--- src/rtl/serial_parity_transmitter.sv ---
// Serial even-parity transmitter: LSB-first data bits then one parity bit (optional start bit under SERIAL_PARITY_TX_START_BIT_EN).
// Latency: first data bit on x the cycle after the load edge; frame is WIDTH+1 cycles (WIDTH+2 with start bit).
// Backpressure: ready is low for the whole frame; load is ignored while ready=0.
module serial_parity_transmitter #(
  parameter int WIDTH = 8
) (
  input  logic             clock,
  input  logic             reset_n,
  input  logic [WIDTH-1:0] data_in,
  input  logic             load,
  output logic             ready,
  output logic             x,
  output logic             frame,
  output logic             done
);

  localparam int CW = (WIDTH > 1) ? $clog2(WIDTH) : 1;
  localparam logic [CW-1:0] LAST = CW'(WIDTH - 1);

  typedef enum logic [1:0] {
    IDLE   = 2'd0,
    DATA   = 2'd1,
    PARITY = 2'd2
`ifdef SERIAL_PARITY_TX_START_BIT_EN
    ,
    START  = 2'd3
`endif
  } state_t;

  state_t           state;
  logic [WIDTH-1:0] shreg;
  logic [CW-1:0]    cnt;
  logic             p;

  assign ready = (state == IDLE);

  // Outputs are registered, so each branch loads the value x must carry in the next cycle.
  always_ff @(posedge clock or negedge reset_n) begin
    if (!reset_n) begin
      state <= IDLE;
      shreg <= '0;
      cnt   <= '0;
      p     <= 1'b0;
      x     <= 1'b0;
      frame <= 1'b0;
      done  <= 1'b0;
    end else begin
      case (state)
        IDLE: begin
          x     <= 1'b0;
          frame <= 1'b0;
          done  <= 1'b0;
          if (load) begin
            shreg <= data_in;
            cnt   <= '0;
            p     <= 1'b0;
            frame <= 1'b1;
`ifdef SERIAL_PARITY_TX_START_BIT_EN
            state <= START;
            x     <= 1'b1;
`else
            state <= DATA;
            x     <= data_in[0];
`endif
          end
        end
`ifdef SERIAL_PARITY_TX_START_BIT_EN
        START: begin
          state <= DATA;
          x     <= shreg[0];
          frame <= 1'b1;
        end
`endif
        DATA: begin
          p     <= p ^ shreg[0];
          shreg <= shreg >> 1;
          frame <= 1'b1;
          if (cnt == LAST) begin
            // Counter holds on the last bit so it never wraps.
            state <= PARITY;
            x     <= p ^ shreg[0];
            done  <= 1'b1;
          end else begin
            cnt   <= cnt + 1'b1;
            x     <= shreg[1];
          end
        end
        PARITY: begin
          state <= IDLE;
          x     <= 1'b0;
          frame <= 1'b0;
          done  <= 1'b0;
        end
        default: begin
          state <= IDLE;
          x     <= 1'b0;
          frame <= 1'b0;
          done  <= 1'b0;
        end
      endcase
    end
  end

endmodule
--- config.mk ---
export PLATFORM = sky130hd
export DESIGN_NAME = serial_parity_transmitter
export DESIGN_NICKNAME = d
export VERILOG_FILES = /design/src/rtl/serial_parity_transmitter.sv
export SDC_FILE = /design/constraint.sdc
export NUM_CORES = 1
export LEC_CHECK = 0
export ABC_AREA = 1
export CORE_MARGIN = 2
export CORE_UTILIZATION = 45
export DETAILED_ROUTE_END_ITERATION = 6
export PLACE_DENSITY = 0.74
export SETUP_SLACK_MARGIN = 0.5
export SLEW_MARGIN = 20
export SYNTH_ARGS = -nofsm -noshare
export SYNTH_HDL_FRONTEND = slang
export SYNTH_SLANG_ARGS = --single-unit
--- constraint.sdc ---
create_clock -name clock -period 2 [get_ports clock]
set_input_delay 0.5 -clock clock [delete_from_list [all_inputs] [get_ports clock]]
set_output_delay 0.5 -clock clock [all_outputs]
set_load 0.01 [all_outputs]
=== Word-level counts from Yosys, hierarchy flattened ===
Cells that the tools add are included.

* Add/subtract/negate cells: 1
* Equality and inequality tests: 5
* Mux-type cells: 17
* Bitwise operators: 1
* Reductions and logical operators: 5

{| class="wikitable"
|+ Operator list
! kind !! count
|-
| 8-bit case mux with 2 select lines || 1
|-
| 8-bit 2-to-1 mux || 1
|-
| 1-bit 2-to-1 mux || 6
|-
| 3-bit 2-to-1 mux || 2
|-
| 2-bit != test, second input constant || 3
|-
| 1-bit case mux with 2 select lines || 3
|-
| 3-bit case mux with 2 select lines || 1
|-
| 2-bit 2-to-1 mux || 2
|-
| 2-bit case mux with 2 select lines || 1
|-
| 2-bit AND reduction || 2
|-
| 3-bit by 1-bit adder with 3-bit output, second input constant || 1
|-
| 3-bit == test, second input constant || 1
|-
| 3-bit AND reduction || 1
|-
| 2-bit by 1-bit == test with 1-bit output, second input constant || 1
|-
| 2-bit zero test || 1
|-
| 2-bit nonzero test || 1
|-
| 1-bit XOR || 1
|}

* Register bits after elaboration: 17
* Bits of input ports: 11
* Output and inout port bits: 4
* Word-level logic and storage cells: 36

=== Depth between registers and ports, before layout ===
Gate-level depths: netlist of the first run.

* Word-level depth: 3
* Gate-level depth with buffers: 6
* Mapped depth without buffers: 6

=== Least setup slack after synthesis of the first run ===
OpenSTA, ideal clock, no wires.

* Path kind: register to register
* From: register cnt[0]
* To: register cnt[0]
* Setup time: 117 ps
* Data arrival time: 1129 ps
* Data required time: 1883 ps
* Path slack: 753 ps
* Stages on the path, launching flop included: 7
* Buffers on the path: 0
* Period minus slack after synthesis: 1247 ps
* Cell sequence: dfrtp_1 ha_1 ha_1 inv_1 nand2_1 nand3_1 nand2_1

* Word-level cells in the longest chain between the ends: 3
* Elaborated cells on any way between the ends: 6
* Classes of those cells: add/sub (1); eq/ne (2); mux (2); reduce/logical (1)

{| class="wikitable"
|+ RTL lines
! item !! line !! text
|-
| start: declaration || 32 || <nowiki>logic [CW-1:0] cnt;</nowiki>
|-
| start signal: assignment || 84 || <nowiki>cnt <= cnt + 1'b1;</nowiki>
|-
| 3-bit by 1-bit adder with 3-bit output or 3-bit == test (tied branches) || 84, 78 ||
|-
| 3-bit 2-to-1 mux or 2-bit != test (tied branches) || n/a ||
|-
| 3-bit case mux with 2 select lines or 3-bit AND reduction (tied branches) || n/a ||
|}

Several ways; a longest one is shown, not always the timed one. The select of a mux whose other input is x is not followed.
A chain may end at the register's enable or synchronous reset.

=== Worst setup path in the final report of the first run ===
* From: register state[1]
* To: output ready

* Word-level cells in the longest chain between the ends: 1

{| class="wikitable"
|+ RTL lines
! item !! line !! text
|-
| start: declaration || 30 || <nowiki>state_t state;</nowiki>
|-
| start signal: assignment || 40 || <nowiki>state <= IDLE;</nowiki>
|-
| start signal: assignment || 62 || <nowiki>state <= DATA;</nowiki>
|-
| start signal: assignment || 80 || <nowiki>state <= PARITY;</nowiki>
|-
| 2-bit zero test || 35 || <nowiki>assign ready = (state == IDLE);</nowiki>
|-
| end: declaration || 11 || <nowiki>output logic ready,</nowiki>
|}

No other way between the ends.

==> results of run 1 <==
-- synthesized netlist by cell type, types with 2 or more instances --
cell,n,area [µm²]
inv_1,4,15.0
dfrtp_1,17,425
nor2_1,2,7.51
nand4_1,2,12.5
ha_1,2,25.0
nor2_4,2,22.5
nand3_1,14,70.1
nand2_1,46,173
-- layer usage --
metal | up-vias | global-route usage, %
met5 | - | 0
met4 | 0 | 10.0
met3 | 2 | 3.85
met2 | 17 | 28.2
met1 | 331 | 21.6
li1 | 352 | -
-- tightest hold or removal path, cell delays in order, from the launching register on --
cell,delay [ns]
dfrtp_1,0.36
nand2_1,0.05
nand2_1,0.06
-- state kept, by name, summed over array words and instances, names as in the netlist --
register,cells
shreg,8
x,1
done,1
cnt,3
p,1
frame,1
state,2
-- worst paths after layout --
kind	startpoint	to	slack, ns
worst max-delay path	state[1]	ready	0.49
max in group asynchronous	reset_n	state[1]	1.28
worst max register to register	cnt[0]	cnt[2]	0.60
worst min register to register	shreg[6]	shreg[6]	0.50
worst min-delay path	shreg[6]	shreg[6]	0.50
min in group asynchronous	reset_n	state[1]	0.52
-- timing repair --
action,4_1_cts,5_1_grt
gates resized for setup,5,5
pin swaps,0,1
buffers inserted,1,1
endpoints found under the hold margin,0,0
endpoints found under the setup margin,4,2
-- power breakdown --
group | internal (mW) | total [mW] | leakage, nW | switching (mW)
registers | 0.492 | 0.581 | 0.211 | 0.0894
logic | 0.279 | 0.689 | 0.316 | 0.409
clock network | 0.0775 | 0.183 | 0.0150 | 0.105
total | 0.849 | 1.45 | 0.542 | 0.604
-- cell families (layout without fill, tap and decap cells) --
logic type,Yosys count,in the layout
flip-flops,17,17
buffers and inverters,7,28
AO/OA/AOI/OAI,1,1
AND/OR/NAND/NOR,70,70
adder cells (fa/ha/maj),2,2
-- cell type report --
cell class,count,area (µm²),area share (%)
Multi-Input combinational cell,73,358,34.3
Tap cell,25,31.3,3.00
Inverter,6,32.5,3.12
Timing Repair Buffer,18,169,16.2
Sequential cell,17,427,40.9
Clock buffer,4,26.3,2.52
==> impl_metrics.py, run 1 <==
metrics = {
    "yosys": {
        "synth_top_flop_cell": "dfrtp_1",
        "async_flop_share_pct": 100,
        "synthSimpleGateAreaFrac_pct": 38.3,
        "synthAdderAreaFrac_pct": 3.03,
        "synth.avg_cell_area_um2": 8.53,
        "synth_xor_area_share_pct": 0,
        "synth_edf_count": 0,
        "synth_cell_types": 16,
        "seq_area_frac_synth_pct": 51.4,
        "synthCells": 97,
        "synth_compound_area_share_pct": 1.97,
        "synth_nets": 110,
        "synthMuxAreaShare_pct": 0,
        "synth-seq-cells": 17,
        "yosysWarnings": 0,
        "synth_area_um2": 827,
        "synth_top_family_by_area": "simple AND/OR/NAND/NOR gates",
    },
    "critical_path": {
        "cp_slowest_cell": "dfrtp_2",
        "crit_path_max_fanout": 4,
        "critPathLaunchType": "flop",
        "crit_path_max_incr_delay_ns": 0.44,
        "critPathKind": "reg -> out",
        "crit_buf_inv": 1,
        "reg2reg_depth": 6,
        "required_ns": 1.50,
        "cp.depth": 2,
        "crit_chain": "nor2_4 -> buf_6",
        "cp_top_family": "flip-flops",
        "arrival_ns": 1.01,
        "cp-end-kind": "primary output",
    },
    "final_layout": {
        "final_cell_mix": "nand2_1 (46), dfrtp_1 (16), nand3_1 (14), clkdlybuf4s50_1 (10)",
        "final_common_cell": "nand2_1",
        "drive_gt1_share_pct": 14.4,
        "finalNonFillerCells": 143,
        "nets": 132,
        "final_util_pct": 60.4,
        "fill_cells": 165,
        "final_area_um2": 1040,
        "insertedDiodeCount": 0,
        "area_growth_syn_to_layout_pct": 26.2,
    },
    "clock_network": {
        "clk_latency_ns": 0.29,
        "cts-hold-fix-buffers": 0,
        "htreeDepth": 1,
        "cts_tree": "done",
        "cts-root-buf": "clkbuf_4",
        "cts_buffers": 3,
        "clk_pin_slew_ns": 0.10,
        "cts.sinks": 17,
        "clock_path_buffers": 2,
    },
    "min_path": {
        "min_delay_path_depth": 2,
        "hold_class": "reg -> reg",
    },
    "timing": {
        "worstMarginPinSlew_ns": 0.382,
        "finClkSkew_ns": 0.000689,
        "fin_ws_ns": 0.490,
        "rsz0062_at_grt": "true",
        "slew_headroom_pct": 74.4,
        "final-setup-viol-count": 0,
        "post-route-period-util_pct": 75.5,
        "hold_ws_ns": 0.498,
        "final.min_clock_period_ns": 1.51,
        "hold_viol": 0,
        "fmax_mhz": 662,
        "finalMaxSlewViolations": 0,
        "setup_tns_ns": 0,
    },
    "drt": {
        "route.met2.wl_um": 837,
        "drcViolationCount": 0,
        "ant_nets": 0,
        "routed_via_density": 4.91,
        "drt_first_pass_iters": 4,
        "drt-initial-drc-count": 24,
        "top_layer_used": "met4",
        "via_count": 702,
        "detail_route.wirelength_um": 1700,
        "dr_wl_met3_um": 91,
        "wl_per_cell_um": 11.9,
        "met1_length_um": 754,
    },
    "die": {
        "ios": 15,
        "die_height_um": 46.9,
        "fp.coreArea_um2": 1730,
        "die_x_um": 46.9,
        "die-area_um2": 2200,
        "num_rows": 15,
        "start_util_pct": 47.9,
    },
    "placement": {
        "hpwl_um": 1260,
        "gp_congestion": 0.837,
        "placedInstanceArea_um2": 1000,
        "post-place-cells": 137,
        "io_buffers": 14,
        "pre_cts_ws_ns": 0.335,
    },
    "global_routing": {
        "gr-total-overflow": 0,
        "grt_pass1_wl_um": 2620,
        "grt_pass1_vias": 617,
        "grt.total_usage_pct": 17.5,
        "antenna_found_initial": 0,
        "grt_max_degree": 18,
    },
    "power_and_ir_drop": {
        "power_density_nw_per_um2": 1390,
        "power.total_mw": 1.45,
        "leakage_nw": 0.542,
        "vdd_drop_max_uv": 732,
    },
    "job": {
        "maxCapViolCount": 0,
    },
    "run_status": {
        "status": "complete, no violations",
    },
}
Power figures use the tool's default switching activity.
==> inputs of run 2 (changes only) <==
Settings changed: PLACE_DENSITY 0.74 to 0.77.
Clock period 2 ns to 1.3 ns, I/O delays scaled along.
==> run 2 against run 1 <==
Against the previous run:
- the flow now finishes with violations (setup timing)
- register-to-register slack lost 0.52 ns
- clock power grew 52%
- via count grew 0.71%
- clock skew is essentially flat
- global-route usage grew 1.1 points
- final cell count grew 4.9%
- power grew 82%
- wire length grew 2.2%
- count of clock-buffer cells in the layout is the same
==> impl_metrics.py, run 2 (same netlist as run 1, synthesis figures left out) <==
metrics = {
    "clock_network": {
        "cts_buffers": 3,
        "cts-root-buf": "clkbuf_4",
        "clock_path_buffers": 2,
        "cts.sinks": 17,
        "htreeDepth": 1,
        "clk_pin_slew_ns": 0.09,
        "clk_latency_ns": 0.29,
        "cts_tree": "done",
    },
    "final_layout": {
        "drive_gt1_share_pct": 30.4,
        "area_growth_syn_to_layout_pct": 43.6,
        "largestRegisters": "shreg (8), cnt (3), state (2)",
        "final_util_pct": 68.8,
        "final_common_cell": "nand2_1",
        "insertedDiodeCount": 0,
        "final_area_um2": 1190,
        "final_cell_mix": "nand2_1 (39), dfrtp_1 (16), nand3_1 (13), clkdlybuf4s50_1 (10), buf_4 (8)",
        "nets": 139,
        "largest_register": "shreg",
        "largest_register_ffs": 8,
    },
    "critical_path": {
        "cp-end-kind": "primary output",
        "crit_chain": "nor2_4 -> buf_6",
        "cp_slowest_cell": "dfrtp_2",
        "crit_buf_inv": 1,
        "cp_top_family": "flip-flops",
        "arrival_ns": 0.98,
        "crit_path_max_fanout": 2,
        "crit_path_max_incr_delay_ns": 0.44,
        "critPathLaunchType": "flop",
        "required_ns": 0.98,
        "r2r_setup_slack_ns": 0.08,
        "critPathKind": "reg -> out",
    },
    "timing": {
        "slew_headroom_pct": 85.5,
        "finClkSkew_ns": 0.00103,
        "post-route-period-util_pct": 100,
        "fin_ws_ns": -0.000902,
        "hold_viol": 0,
        "rsz0062_at_grt": "true",
        "finalMaxSlewViolations": 0,
        "fmax_mhz": 769,
        "worstMarginPinSlew_ns": 0.218,
        "final.min_clock_period_ns": 1.30,
        "final-setup-viol-count": 1,
    },
    "global_routing": {
        "grt.total_usage_pct": 18.7,
        "grt_max_degree": 18,
        "antenna_found_initial": 0,
        "grt_pass1_wl_um": 2820,
        "grt_pass1_vias": 691,
        "gr-total-overflow": 0,
    },
    "drt": {
        "met1_length_um": 771,
        "drcViolationCount": 0,
        "route.met2.wl_um": 877,
        "wl_per_cell_um": 11.6,
        "detail_route.wirelength_um": 1740,
        "drt-initial-drc-count": 12,
        "top_layer_used": "met4",
        "routed_via_density": 4.71,
        "drt_first_pass_iters": 4,
        "dr_wl_met3_um": 76,
        "via_count": 707,
        "ant_nets": 0,
    },
    "placement": {
        "io_buffers": 14,
        "placedInstanceArea_um2": 1100,
        "gp_congestion": 0.791,
        "hpwl_um": 1170,
    },
    "die": {
        "start_util_pct": 47.9,
        "fp.coreArea_um2": 1730,
        "num_rows": 15,
        "die_height_um": 46.9,
        "ios": 15,
        "die-area_um2": 2200,
        "die_x_um": 46.9,
    },
    "run_status": {
        "violations": "setup timing",
        "status": "finished with violations",
    },
    "job": {
        "maxCapViolCount": 0,
    },
    "power_and_ir_drop": {
        "power_density_nw_per_um2": 2230,
        "leakage_nw": 0.596,
        "vdd_drop_max_uv": 1250,
    },
    "min_path": {
        "hold_class": "in -> async",
    },
}
run 2: changes by cell type in the layout (fill, tap and decap cells not counted), sizes merged:
cell and change:
dlygate4sd2 -2, buf +10, clkdlybuf4s15 -1
run 2: what timing repair did:
item / CTS / global route
pin swaps: 2 / 2
endpoints found under the setup margin: 21 / 21
resized for setup: 23 / 0
hold buffers: 0 / 0
setup buffers: 4 / 1
run 2: final timing paths:
path | start | endpoint | cells past startpoint
min in group clock | shreg[7] | shreg[7] | 2
hold / removal | reset_n | cnt[0] | 2
hold reg to reg | shreg[7] | shreg[7] | 2
setup reg to reg | state[0] | shreg[6] | 7
setup / recovery | state[1] | ready | 2
max in group asynchronous | reset_n | state[1] | 2
run 2: per-layer routing:
metal / up-vias / global-route usage [%]
met5: - / 0
met4: 0 / 6.11
met3: 4 / 7.69
met2: 12 / 31.2
met1: 326 / 21.7
li1: 365 / -
run 2: worst reg2reg max path: stages (launching register included):
cell and delay (ns):
dfrtp_1 0.41, buf_4 0.15, buf_12 0.13, o21ai_4 0.14, buf_12 0.15, inv_8 0.05, nand2_2 0.05, nand2_1 0.05
run 2: cell type report:
cell class | instances | area [µm²]
tap | 25 | 31.3
inverter | 6 | 42.5
multi-input combinational | 73 | 414
fill | 131 | 539
clock buffer | 4 | 26.3
sequential | 17 | 427
timing repair buffer | 25 | 246
run 2: power by group:
| group | leakage [nW] | total, mW | internal (mW) | switching (mW) |
|---|---|---|---|---|
| Clock | 0.0150 | 0.278 | 0.119 | 0.159 |
| Sequential | 0.211 | 0.896 | 0.757 | 0.139 |
| Combinational | 0.370 | 1.47 | 0.711 | 0.759 |
| Total | 0.596 | 2.64 | 1.59 | 1.06 |
run 2: through the flow:
stage / hold slack, ns / worst slack, ns / std cells / TNS [ns] / total power, mW
floorplan: 0.0294 / 0.227 / 97 / 0 / 1.79
global placement: 0.462 / -0.0706 / 141 / -0.494 / 2.16
detailed placement: 0.477 / -0.0816 / 141 / -0.579 / 2.20
CTS: 0.349 / 0.0264 / 149 / 0 / 2.65
global route: 0.368 / -0.0435 / 150 / -0.0435 / 2.87
finish: 0.346 / -0.000902 / 150 / -0.000902 / 2.64
